File: config.mk
export PLATFORM = sky130hd
export DESIGN_NAME = prog_loader
export DESIGN_NICKNAME = d
export VERILOG_FILES = /design/src/rtl/loader_pkg.sv /design/src/rtl/word_assembler.sv /design/src/rtl/prog_loader.sv
export SDC_FILE = /design/constraint.sdc
export NUM_CORES = 1
export LEC_CHECK = 0
export CORE_ASPECT_RATIO = 1.5
export CORE_MARGIN = 2
export CORE_UTILIZATION = 44
export DETAILED_ROUTE_END_ITERATION = 8
export PLACE_DENSITY = 0.69
export SYNTH_ARGS = -nofsm -noshare
export SYNTH_HDL_FRONTEND = slang
export SYNTH_HIERARCHICAL = 1
export SYNTH_SLANG_ARGS = --single-unit
File: constraint.sdc
create_clock -name clk -period 1.9 [get_ports clk]
set_input_delay 0.38 -clock clk [delete_from_list [all_inputs] [get_ports clk]]
set_output_delay 0.38 -clock clk [all_outputs]
set_load 0.02 [all_outputs]
File: src/rtl/loader_pkg.sv
// loader_pkg: shared definitions for the boot-time program loader.
// Holds the loader state encoding, the default frame header byte and the
// frame field widths used by prog_loader and word_assembler.
package loader_pkg;

  typedef enum logic [2:0] {
    ST_IDLE   = 3'd0,
    ST_LEN_LO = 3'd1,
    ST_LEN_HI = 3'd2,
    ST_DATA   = 3'd3,
    ST_CHK    = 3'd4,
    ST_DONE   = 3'd5,
    ST_ERR    = 3'd6
  } state_t;

  localparam logic [7:0] DEFAULT_HEADER = 8'hA5;

  localparam int unsigned BYTE_W = 8;   // stream byte width
  localparam int unsigned LEN_W  = 16;  // word-count field width
  localparam int unsigned WORD_W = 32;  // instruction word width
  localparam int unsigned CHK_W  = 8;   // checksum width

endpackage

File: src/rtl/word_assembler.sv
// word_assembler: collects bytes into a 32-bit little-endian word.
// Ports:
//   clk, reset   - clock, asynchronous active-high reset
//   clear        - synchronous clear of the byte counter and word
//   byte_valid   - byte_data is consumed this cycle
//   byte_data    - incoming byte
//   word         - assembled word (first byte in bits [7:0])
//   word_valid   - one-cycle pulse in the cycle after the 4th byte
module word_assembler
  import loader_pkg::*;
(
  input  logic              clk,
  input  logic              reset,
  input  logic              clear,
  input  logic              byte_valid,
  input  logic [BYTE_W-1:0] byte_data,
  output logic [WORD_W-1:0] word,
  output logic              word_valid
);

  logic [1:0] byte_cnt;

  always_ff @(posedge clk or posedge reset) begin
    if (reset) begin
      byte_cnt   <= '0;
      word       <= '0;
      word_valid <= 1'b0;
    end else if (clear) begin
      byte_cnt   <= '0;
      word       <= '0;
      word_valid <= 1'b0;
    end else begin
      word_valid <= byte_valid && (byte_cnt == 2'd3);
      if (byte_valid) begin
        // Shift right so that after four bytes the first one sits in the LSBs.
        word     <= {byte_data, word[WORD_W-1:BYTE_W]};
        byte_cnt <= byte_cnt + 2'd1;
      end
    end
  end

endmodule

File: src/rtl/prog_loader.sv
// prog_loader: boot-time instruction-memory loader fed by a byte stream.
// Frame: HEADER, LEN_LO, LEN_HI, N*4 little-endian data bytes, CHK (XOR of
// data bytes). The core is held in reset until a verified image is written.
// Ports:
//   clk, reset          - clock, asynchronous active-high reset
//   rx_data, rx_valid   - incoming byte stream
//   rx_ready            - byte accepted when rx_valid && rx_ready
//   mem_we              - one-cycle instruction-memory write strobe
//   mem_addr, mem_wdata - word address / data for the write
//   cpu_reset           - reset for the processor core
//   done, error         - status of the last load
module prog_loader
  import loader_pkg::*;
#(
  parameter int unsigned ADDR_W = 8,
  parameter logic [7:0]  HEADER = DEFAULT_HEADER
) (
  input  logic              clk,
  input  logic              reset,
  input  logic [BYTE_W-1:0] rx_data,
  input  logic              rx_valid,
  output logic              rx_ready,
  output logic              mem_we,
  output logic [ADDR_W-1:0] mem_addr,
  output logic [WORD_W-1:0] mem_wdata,
  output logic              cpu_reset,
  output logic              done,
  output logic              error
);

  state_t            state;
  logic [BYTE_W-1:0] len_lo;
  logic [CHK_W-1:0]  chk;
  logic [ADDR_W:0]   word_cnt;
  logic [ADDR_W:0]   last_idx;

  logic              accept;
  logic [LEN_W-1:0]  len_full;
  logic              len_bad;
  logic              asm_clear;
  logic              asm_in_valid;
  logic [WORD_W-1:0] asm_word;
  logic              asm_word_valid;

  assign accept   = rx_valid && rx_ready;
  assign len_full = {rx_data, len_lo};
  assign len_bad  = (len_full == '0) ||
                    ({1'b0, len_full} > ((LEN_W+1)'(1) << ADDR_W));

  assign asm_clear    = accept && (state == ST_LEN_HI) && !len_bad;
  assign asm_in_valid = accept && (state == ST_DATA);

  word_assembler u_asm (
    .clk        (clk),
    .reset      (reset),
    .clear      (asm_clear),
    .byte_valid (asm_in_valid),
    .byte_data  (rx_data),
    .word       (asm_word),
    .word_valid (asm_word_valid)
  );

  // The assembler's registered pulse is the write slot; the word register
  // cannot shift during it because no byte is accepted then.
  assign mem_we    = asm_word_valid;
  assign mem_wdata = asm_word;
  assign mem_addr  = word_cnt[ADDR_W-1:0];
  assign rx_ready  = !asm_word_valid;

  always_ff @(posedge clk or posedge reset) begin
    if (reset) begin
      state     <= ST_IDLE;
      len_lo    <= '0;
      chk       <= '0;
      word_cnt  <= '0;
      last_idx  <= '0;
      cpu_reset <= 1'b1;
      done      <= 1'b0;
      error     <= 1'b0;
    end else begin
      case (state)
        ST_IDLE: begin
          if (accept && (rx_data == HEADER)) state <= ST_LEN_LO;
        end
        ST_LEN_LO: begin
          if (accept) begin
            len_lo <= rx_data;
            state  <= ST_LEN_HI;
          end
        end
        ST_LEN_HI: begin
          if (accept) begin
            if (len_bad) begin
              error <= 1'b1;
              state <= ST_ERR;
            end else begin
              last_idx <= (ADDR_W+1)'(len_full - LEN_W'(1));
              word_cnt <= '0;
              chk      <= '0;
              state    <= ST_DATA;
            end
          end
        end
        ST_DATA: begin
          if (accept) chk <= chk ^ rx_data;
          if (asm_word_valid) begin
            word_cnt <= word_cnt + (ADDR_W+1)'(1);
            if (word_cnt == last_idx) state <= ST_CHK;
          end
        end
        ST_CHK: begin
          if (accept) begin
            if (rx_data == chk) begin
              done      <= 1'b1;
              cpu_reset <= 1'b0;
              state     <= ST_DONE;
            end else begin
              error <= 1'b1;
              state <= ST_ERR;
            end
          end
        end
        ST_DONE, ST_ERR: begin
          if (accept && (rx_data == HEADER)) begin
            cpu_reset <= 1'b1;
            done      <= 1'b0;
            error     <= 1'b0;
            state     <= ST_LEN_LO;
          end
        end
        default: state <= ST_IDLE;
      endcase
    end
  end

endmodule

==> results of run 1 <==
power by group:
group	switching, mW	total (mW)	internal [mW]
Clock	0.620	1.48	0.864
Combinational	1.78	3.45	1.67
Sequential	0.599	2.81	2.21
what timing repair did:
item	in CTS	in global routing
buffers inserted	0	1
gates resized for setup	9	11
endpoints found under the setup margin	54	18
pin swaps	6	8
cell families after synthesis:
| family | Yosys count | synth area share (%) |
|---|---|---|
| DFF | 75 | 48.62 |
| muxes | 39 | 10.30 |
| buffers and inverters | 36 | 6.025 |
| AOI/OAI and AO/OA | 49 | 8.163 |
| adders and majority gates | 4 | 1.296 |
| xor gates and xnor gates | 24 | 5.442 |
| and+or+nand+nor | 152 | 20.15 |
area by class of cell:
cell class                      count  area [µm²]  share of cell area, %
Sequential cell                    75        1878                  37.36
Clock inverter                      5       32.53                 0.6471
Tap cell                          107       133.9                  2.663
Timing Repair Buffer               96       910.9                  18.12
Multi-Input combinational cell    268        1809                  35.99
Clock buffer                        9       225.2                  4.480
Inverter                           10       37.54                 0.7466
through the flow:
stage / setup slack (ns) / area (µm²) / util [%] / cells / TNS (ns)
2_1_floorplan: 0.01554 / 3866 / - / 379 / 0
3_3_place_gp: -0.4198 / 4721 / 55.77 / 556 / -24.27
3_5_place_dp: -0.4708 / 4721 / 55.77 / 556 / -24.95
4_1_cts: 0.005665 / 4980 / 58.83 / 570 / 0
5_1_grt: -0.02649 / 5027 / 59.39 / 570 / -0.03915
6_report: 0.03904 / 5027 / 59.39 / 570 / 0
cell usage after synthesis (all sizes together) (2+ instances only):
cell type  count
dfrtp         74
nor2          50
mux2i         33
nand2         27
nand3         27
o21ai         23
buf           22
xor2          19
nand3b        17
inv            9
nor4           8
mux2           6
xnor2          5
a31oi          4
clkbuf         4
ha             4
nand4          4
a21oi          3
and3           3
o211ai         3
o31ai          3
a211oi         2
a21o           2
and2           2
nand2b         2
nor2b          2
nor3           2
o22ai          2
or2            2
or3            2
or4            2
sequential cells by signal (all words and copies together) (netlist names), 2 cells and up:
signal          flops
state               3
word_cnt            9
chk                 8
u_asm/byte_cnt      2
u_asm/word         32
last_idx            9
len_lo              8
worst reg2reg max path, stage by stage (launching register included):
cell and delay, ns:
dfrtp_1 0.39, or4_4 0.53, nor2_4 0.12, o211ai_1 0.15, nor3_2 0.34, o22ai_1 0.16
layer usage:
metal / wire length (µm) / share of wire [%] / GRT usage (%) / up-vias
met4: 273 / 3.1 / 9.534 / 0
met5: 0 / 0 / 0 / -
met2: 4676 / 52 / 33.65 / 88
li1: - / - / - / 1480
met1: 3551 / 40 / 24.70 / 1450
met3: 411 / 4.6 / 5.954 / 24
final timing paths:
kind | from | endpoint | slack (ns) | depth (start not counted)
max | word_cnt[6]$_DFFE_PP0P_ | mem_addr[6] | 0.04 | 2
min | reset | last_idx[0]$_DFFE_PP0P_ | 0.43 | 3
max reg2reg | state[0]$_DFFE_PP0P_ | word_cnt[7]$_DFFE_PP0P_ | 0.09 | 5
min reg2reg | len_lo[0]$_DFFE_PP0P_ | last_idx[0]$_DFFE_PP0P_ | 0.49 | 1
max in group asynchronous | reset | u_asm/word[21]$_DFFE_PP0P_ | 1.11 | 3
min in group clk | len_lo[0]$_DFFE_PP0P_ | last_idx[0]$_DFFE_PP0P_ | 0.49 | 1
==> impl_metrics.py, run 1 <==
metrics = {
    "cts": {
        "cts_buffer_depth": 2,
        "numCtsBuffers": 9,
        "cts_sinks": 75,
        "clkTransAtPathRegs_ns": 0.05,
        "ctsRootBufferMaster": "clkbuf_16",
        "clock_latency_ns": 0.33,
        "cts_tree": "yes",
        "hold_buffers": 0,
        "h-tree-depth": 3,
    },
    "grt": {
        "grt_use_total_pct": 20.62,
        "grt_max_degree": 41,
        "grt_first_pass_wirelength_mm": 15.19,
        "grt_pass1_vias": 3143,
        "grt-ovfl-total": 0,
        "antenna_found_initial": 0,
    },
    "logic_synthesis": {
        "ys.warnings.count": 6,
        "async_flop_share_pct": 100.0,
        "ys_top_cells_by_area": "dfrtp_1, mux2i_1, nor2_1",
        "synth_edf_count": 0,
        "synth.cell_area_um2": 3862,
        "yosysTopAreaCell": "dfrtp_1",
        "syn-instance-count": 379,
        "ys_seq_elements": 75,
        "yosysSeqAreaShare_pct": 48.62,
        "avgSynthCellArea_um2": 10.19,
        "syn-num-nets": 394,
        "synth_top_cell_area_share_pct": 47.94,
        "synth_ff_type": "dfrtp_1",
        "synth_cell_types": 54,
    },
    "finish": {
        "final_common_cell": "dfrtp_1",
        "area_delta_synth_final_pct": 30.16,
        "fill_cells": 748,
        "layout-drive-gt1-share_pct": 17.93,
        "n_antenna_cell": 0,
        "num-nets-final": 475,
        "mostFrequentLayoutCells": "dfrtp_1, nor2_1, clkdlybuf4s50_1",
    },
    "sta": {
        "rsz0062_at_grt": "yes",
        "finClkSkew_ns": 0.006173,
        "tightest_slew_ns": 0.4324,
        "slew_headroom_pct": 71.17,
        "fin_crit_sh_pct": 97.95,
        "fmax_ghz": 0.5374,
        "min_period_ns": 1.861,
        "hold_viol": 0,
        "hold_slack_ns": 0.4336,
        "maxSlewViolCount": 0,
        "setup_viol": 0,
    },
    "critical_path": {
        "path_buf_inv": 2,
        "critical_path_required_ns": 1.52,
        "cp_slowest_cell": "clkdlybuf4s50_1",
        "worstSetupEndpointType": "primary output",
        "cp-start-kind": "flip-flop",
        "cp_top_family": "buffers and inverters",
        "cp_max_fo": 7,
        "max_stage_delay_ns": 0.60,
        "criticalPathCategory": "flip-flop to primary output",
        "critPathArrivalTime_ns": 1.48,
        "path_cells": "buf_4 -> clkdlybuf4s50_1",
    },
    "place": {
        "place_congestion": 0.8706,
        "place_hpwl_mm": 6.508,
        "portBuffers": 55,
    },
    "routing": {
        "vias": 3042,
        "wl_per_cell_um": 15.64,
        "drc": 0,
        "wirelength_mm": 8.913,
        "drt_iter0_markers": 161,
        "avgViaCountPerCell": 5.337,
        "drt-pass1-iter-count": 4,
        "antenna_left": 0,
    },
    "floorplanning": {
        "rows": 41,
        "io_pins": 56,
        "die_area_um2": 9559,
        "initial_core_util_pct": 45.63,
        "core-area_um2": 8464,
        "die_h_um": 118.8,
        "die_w_um": 80.50,
    },
    "outcome": {
        "outcome": "finished, final reports clean",
    },
    "min_path": {
        "min_path_type": "input pin to asynchronous set/reset pin",
    },
    "pwr": {
        "power_mw": 7.745,
        "irDropWorstVdd_mv": 0.9602,
        "powerDensity_nw_per_um2": 1541,
        "p_leak_nw": 2.203,
    },
    "run": {
        "cap_violations": 0,
    },
}
No activity file was read; power rests on OpenSTA's default activity.
==> run 2, diff against run 1 <==
- ABC_AREA: unset -> 1
- CAP_MARGIN: unset -> 15
==> run 2 against run 1 <==
  * Wire length grew 6.8%
  * First-iteration DRC count grew 110%
  * Die area grew 4.8%
  * Count of clock-buffer cells in the layout grew 2
  * Design area grew 8.4%
  * Via count grew 18%
  * Maximum frequency grew 1.7%
==> impl_metrics.py, run 2 <==
metrics = {
    "finish": {
        "layout-drive-gt1-share_pct": 20.68,
        "area_delta_synth_final_pct": 34.32,
        "top_regs": "u_asm/word: 32 flops, last_idx: 9 flops, word_cnt: 9 flops",
        "num-nets-final": 624,
        "mostFrequentLayoutCells": "nand2_1, dfrtp_1, nand3_1",
        "largest_reg_flops": 32,
        "final_common_cell": "nand2_1",
        "largest-register": "u_asm/word",
        "final_area_um2": 5450,
        "final_core_util_pct": 61.37,
        "n_antenna_cell": 0,
    },
    "routing": {
        "wirelength_mm": 9.521,
        "drt-pass1-iter-count": 4,
        "wl_per_cell_um": 13.15,
        "drt_iter0_markers": 339,
        "avgViaCountPerCell": 4.949,
        "vias": 3583,
        "drc": 0,
        "antenna_left": 0,
    },
    "cts": {
        "clock_latency_ns": 0.34,
        "numCtsBuffers": 9,
        "cts_tree": "yes",
        "cts_sinks": 75,
        "ctsRootBufferMaster": "clkbuf_16",
        "cts_buffer_depth": 2,
        "clkTransAtPathRegs_ns": 0.06,
        "h-tree-depth": 3,
    },
    "sta": {
        "fmax_ghz": 0.5465,
        "setup_ws_ns": 0.07011,
        "maxSlewViolCount": 0,
        "finClkSkew_ns": 0.008163,
        "tightest_slew_ns": 0.4353,
        "setup_viol": 0,
        "hold_viol": 0,
        "min_period_ns": 1.830,
        "fin_crit_sh_pct": 96.31,
        "hold_slack_ns": 0.4322,
        "slew_headroom_pct": 70.98,
    },
    "min_path": {
        "min_path_type": "input pin to flip-flop",
    },
    "critical_path": {
        "cp_max_fo": 2,
        "worstSetupEndpointType": "primary output",
        "reg2reg_setup_slack_ns": 0.18,
        "critPathArrivalTime_ns": 1.45,
        "cp-start-kind": "flip-flop",
        "path_buf_inv": 1,
        "criticalPathCategory": "flip-flop to primary output",
        "path_cells": "clkdlybuf4s50_1",
        "max_stage_delay_ns": 0.59,
        "cp_top_family": "buffers and inverters",
        "critical_path_required_ns": 1.52,
        "cp_slowest_cell": "clkdlybuf4s50_1",
    },
    "pwr": {
        "p_switching_mw": 2.875,
        "irDropWorstVdd_mv": 0.6897,
        "switching_share_pct": 37.75,
        "sequentialPowerShare_pct": 33.3,
        "powerDensity_nw_per_um2": 1397,
        "comb_power_share_pct": 42.4,
        "p_leak_nw": 2.792,
        "p_int_mw": 4.741,
        "p_clk_share_pct": 24.3,
    },
    "logic_synthesis": {
        "syn-num-nets": 527,
        "synth.cell_area_um2": 4058,
        "synth_ff_type": "dfrtp_1",
        "ys_seq_elements": 75,
        "avgSynthCellArea_um2": 7.925,
        "async_flop_share_pct": 100.0,
        "syn-instance-count": 512,
        "synth_most_common_cell": "nand2_1",
        "ys_top_cells_by_area": "dfrtp_1, nand2_1, nand3_1",
        "synth_top_cell_area_share_pct": 45.64,
        "yosysTopAreaCell": "dfrtp_1",
        "ys.warnings.count": 6,
        "synth_edf_count": 0,
        "yosysSeqAreaShare_pct": 46.28,
        "synth_cell_types": 35,
        "synthTopCellsByCount": "nand2_1, dfrtp_1, nand3_1, nor2_1, inv_1",
    },
    "grt": {
        "grt_pass1_vias": 3499,
        "grt-ovfl-total": 0,
        "grt_max_degree": 41,
        "antenna_found_initial": 0,
        "grt_first_pass_wirelength_mm": 16.04,
        "grt_use_total_pct": 20.95,
    },
    "place": {
        "preCtsSetupSlack_ns": -0.5109,
        "place_hpwl_mm": 6.811,
        "dpl_cell_area_um2": 5030,
        "portBuffers": 55,
        "place_congestion": 0.9096,
    },
    "floorplanning": {
        "die_w_um": 82.41,
        "io_pins": 56,
        "die_area_um2": 10020,
        "die_h_um": 121.6,
        "initial_core_util_pct": 45.69,
        "rows": 42,
        "core-area_um2": 8881,
    },
    "outcome": {
        "outcome": "finished, final reports clean",
    },
    "run": {
        "cap_violations": 0,
    },
}
==> run 2: changes by cell type after synthesis, moves of 7 or more <==
cell	change
mux2i_1	-33
o21ai_2	+15
nand2_1	+158
nand3_1	+32
inv_1	+27
o21ai_0	-8
nand3b_1	-16
xor2_1	-15
nor4_1	-7
nor2_1	-9
inv_2	+8
==> run 2: cell type report <==
class                      count  area (µm²)
timing repair buffer         107        1044
tap                          110       137.6
multi-input combinational    370        1886
fill                         771        3431
clock buffer                  11       242.7
sequential                    75        1878
clock inverter                 5       85.08
inverter                      46       177.7
==> run 2: cell families after synthesis <==
kind of cell	after synthesis	synth area share, %
AO/OA/AOI/OAI	41	6.877
buffers and inverters	68	8.418
flip-flops	75	46.28
AND/OR/NAND/NOR	315	35.25
XOR/XNOR	9	1.943
adder cells (fa/ha/maj)	4	1.233
==> run 2: final timing paths <==
check                                 startpoint                          to  cells past startpoint
min reg2reg                    error$_DFFE_PP0P_           error$_DFFE_PP0P_                      2
max in group asynchronous                  reset  u_asm/word[28]$_DFFE_PP0P_                      3
max                        cpu_reset$_DFFE_PP1P_                   cpu_reset                      1
max reg2reg                len_lo[1]$_DFFE_PP0P_  u_asm/word[27]$_DFFE_PP0P_                     13
min                                   rx_data[1]  u_asm/word[25]$_DFFE_PP0P_                      3
min in group asynchronous                  reset            done$_DFFE_PP0P_                      3
==> run 2: repair_timing <==
action	CTS	global route
pin swaps	1	3
hold buffers	0	0
gates cloned	1	0
buffers inserted	0	2
gates resized for setup	2	15
endpoints found under the setup margin	34	49
==> run 2: power groups by stage <==
stage                     registers (mW)  clock network (mW)  logic [mW]
after CTS                           2.54                1.89        3.21
after global routing                2.61                1.96        3.59
after global placement              2.54                   0        3.09
after floorplan                     2.83                   0        1.63
after detailed placement            2.56                   0        3.19
final                               2.54                1.85        3.23
==> run 2: metrics by stage <==
step | setup TNS [ns] | total power, mW | cells
finish | 0 | 7.616 | 724
global route | -0.02397 | 8.154 | 724
CTS | 0 | 7.642 | 722
detailed placement | -22.20 | 5.752 | 705
global placement | -20.57 | 5.637 | 705
floorplan | 0 | 4.459 | 512
==> run 2: layer usage <==
layer / vias to the layer above / share of wire, % / wire, µm / global-route usage [%]
met1: 1647 / 40 / 3791 / 25.68
met3: 22 / 3.9 / 370 / 3.926
li1: 1815 / - / - / -
met4: 0 / 3.4 / 325 / 10.21
met2: 99 / 53 / 5034 / 34.73
met5: - / 0 / 0 / 0
==> run 3, diff against run 2 <==
- GPL_TIMING_DRIVEN: unset -> 0
==> run 3 against run 2 <==
  * Sequential share of layout area up 2.0 points
  * First-iteration DRC count down 42%
  * Count of clock-buffer cells in the layout up 2
  * Sequential power up 2%
  * Combinational power down 9.6%
  * Maximum frequency down 0.45%
  * Global-route usage down 0.44 points
  * Register-to-register slack worse by 0.03 ns
  * Non-clock buffer count down 23
  * Worst setup slack worse by 0.0083 ns
  * Utilization down 3.1 points
  * Clock power down 6%
  * Highest routed layer unchanged
==> impl_metrics.py, run 3 (same netlist as run 2, synthesis figures left out) <==
metrics = {
    "finish": {
        "layout-drive-gt1-share_pct": 17.46,
        "final_area_um2": 5172,
        "final_common_cell": "nand2_1",
        "n_antenna_cell": 0,
        "mostFrequentLayoutCells": "nand2_1, dfrtp_1, nand3_1",
        "num-nets-final": 600,
        "top_regs": "u_asm/word: 32 flops, last_idx: 9 flops, word_cnt: 9 flops",
        "fill_cells": 793,
        "area_delta_synth_final_pct": 27.47,
        "largest-register": "u_asm/word",
        "final_core_util_pct": 58.24,
        "largest_reg_flops": 32,
    },
    "routing": {
        "drc": 0,
        "vias": 3493,
        "drt_iter0_markers": 196,
        "wl_per_cell_um": 13.26,
        "antenna_left": 0,
        "avgViaCountPerCell": 4.990,
        "drt-pass1-iter-count": 4,
        "wirelength_mm": 9.280,
    },
    "sta": {
        "min_period_ns": 1.838,
        "fmax_ghz": 0.5440,
        "setup_viol": 0,
        "hold_slack_ns": 0.4745,
        "tightest_slew_ns": 0.8406,
        "slew_headroom_pct": 43.88,
        "fin_crit_sh_pct": 96.75,
        "maxSlewViolCount": 0,
        "hold_viol": 0,
        "rsz0062_at_grt": "no",
        "finClkSkew_ns": 0.007584,
        "fin_setup_tns_ns": 0,
    },
    "critical_path": {
        "critical_path_required_ns": 1.52,
        "critPathArrivalTime_ns": 1.46,
        "rr_worst_depth": 12,
        "crit-reg2reg-launch": "len_lo[1]$_DFFE_PP0P_",
        "criticalPathCategory": "flip-flop to primary output",
        "worstSetupEndpointType": "primary output",
        "cp-start-kind": "flip-flop",
        "reg2reg_setup_slack_ns": 0.15,
        "cp_max_fo": 6,
        "r2r_end": "u_asm/word[25]$_DFFE_PP0P_",
    },
    "place": {
        "place_congestion": 0.8726,
        "dpl_cell_area_um2": 4773,
        "portBuffers": 55,
        "place_hpwl_mm": 6.834,
    },
    "pwr": {
        "p_int_mw": 4.454,
        "p_leak_nw": 2.663,
        "powerDensity_nw_per_um2": 1400,
        "irDropWorstVdd_mv": 0.7014,
        "p_switching_mw": 2.789,
        "power_mw": 7.243,
        "comb_power_share_pct": 40.4,
        "sequentialPowerShare_pct": 35.7,
        "p_clk_share_pct": 24.0,
        "switching_share_pct": 38.50,
    },
    "cts": {
        "clock_latency_ns": 0.34,
        "cts_tree": "yes",
        "numCtsBuffers": 9,
        "cts_buffer_depth": 2,
        "h-tree-depth": 3,
        "cts_sinks": 75,
        "clkTransAtPathRegs_ns": 0.06,
        "ctsRootBufferMaster": "clkbuf_16",
    },
    "grt": {
        "grt_first_pass_wirelength_mm": 15.62,
        "grt_max_degree": 41,
        "grt-ovfl-total": 0,
        "grt_use_total_pct": 20.51,
        "antenna_found_initial": 0,
        "grt_pass1_vias": 3370,
    },
    "floorplanning": {
        "die_w_um": 82.41,
        "die_area_um2": 10020,
        "core-area_um2": 8881,
        "rows": 42,
        "io_pins": 56,
        "die_h_um": 121.6,
        "initial_core_util_pct": 45.69,
    },
    "min_path": {
        "hp-start": "u_asm/byte_cnt[1]$_DFFE_PP0P_",
        "min_path_type": "flip-flop to flip-flop",
        "min_path_cells": 2,
        "min_to": "u_asm/byte_cnt[1]$_DFFE_PP0P_",
    },
    "outcome": {
        "outcome": "finished, final reports clean",
    },
    "run": {
        "cap_violations": 0,
    },
}
run 3: cell types whose count changed in the layout (fill, tap and decap cells not counted), sizes merged:
cell	change
buf	-23
dlygate4sd2	+8
clkdlybuf4s50	-7
clkbuf	+2
bufinv	-1
dlymetal6s2s	-1
inv	-1
nor2	-1
run 3: through the flow:
step | setup slack (ns) | cells
after global routing | 0.006414 | 700
after detailed placement | -0.7081 | 678
after floorplan | 0.1160 | 512
after global placement | -0.6239 | 677
final | 0.06184 | 700
after CTS | 0.02581 | 698
run 3: power by group through the flow:
stage	logic, mW	clock network, mW	registers [mW]
2_1_floorplan	1.63	0	2.83
3_3_place_gp	2.82	0	2.58
3_5_place_dp	2.89	0	2.60
4_1_cts	2.93	1.76	2.58
5_1_grt	3.29	1.83	2.65
6_report	2.92	1.74	2.58
run 3: how the worst max path moves through the flow:
stage                                             to  slack [ns]  cells after the start                    start
after global placement     u_asm/word[8]$_DFFE_PP0P_       -0.62                     14               rx_data[0]
final                                    mem_addr[0]        0.06                      2  word_cnt[0]$_DFFE_PP0P_
after global routing                     mem_addr[3]       0.006                      2  word_cnt[3]$_DFFE_PP0P_
after floorplan           u_asm/word[10]$_DFFE_PP0P_        0.12                     13    len_lo[0]$_DFFE_PP0P_
after detailed placement   u_asm/word[8]$_DFFE_PP0P_       -0.71                     12               rx_data[1]
after CTS                  u_asm/word[6]$_DFFE_PP0P_        0.03                     13    len_lo[1]$_DFFE_PP0P_
run 3: worst max-delay path: stages (launching register included):
cell and delay (ns):
dfrtp_2 0.41, buf_4 0.12, clkdlybuf4s50_1 0.58
run 3: area by class of cell:
type,count,area (µm²),area share (%)
multi-input cells,369,1848,35.73
well taps,110,137.6,2.661
clock inverters,3,46.29,0.8950
plain buffers,22,190.2,3.677
repair buffers,62,625.6,12.09
inverters,46,180.2,3.483
clock buffers,13,260.3,5.031
flip-flops and latches,75,1884,36.43
run 3: metal layers:
| metal | routed length [µm] | vias up | global-route usage, % | share of wire [%] |
|---|---|---|---|---|
| met5 | 0 | - | 0 | 0 |
| met4 | 275 | 0 | 9.688 | 3.0 |
| met3 | 274 | 19 | 3.481 | 3.0 |
| met2 | 4890 | 70 | 34.27 | 53 |
| met1 | 3839 | 1643 | 25.25 | 41 |
| li1 | - | 1761 | - | - |
run 3: timing repair:
action,CTS,global route
setup endpoints to repair,37,38
hold buffers,0,0
setup buffers,4,2
pin swaps,3,2
resized for setup,18,13
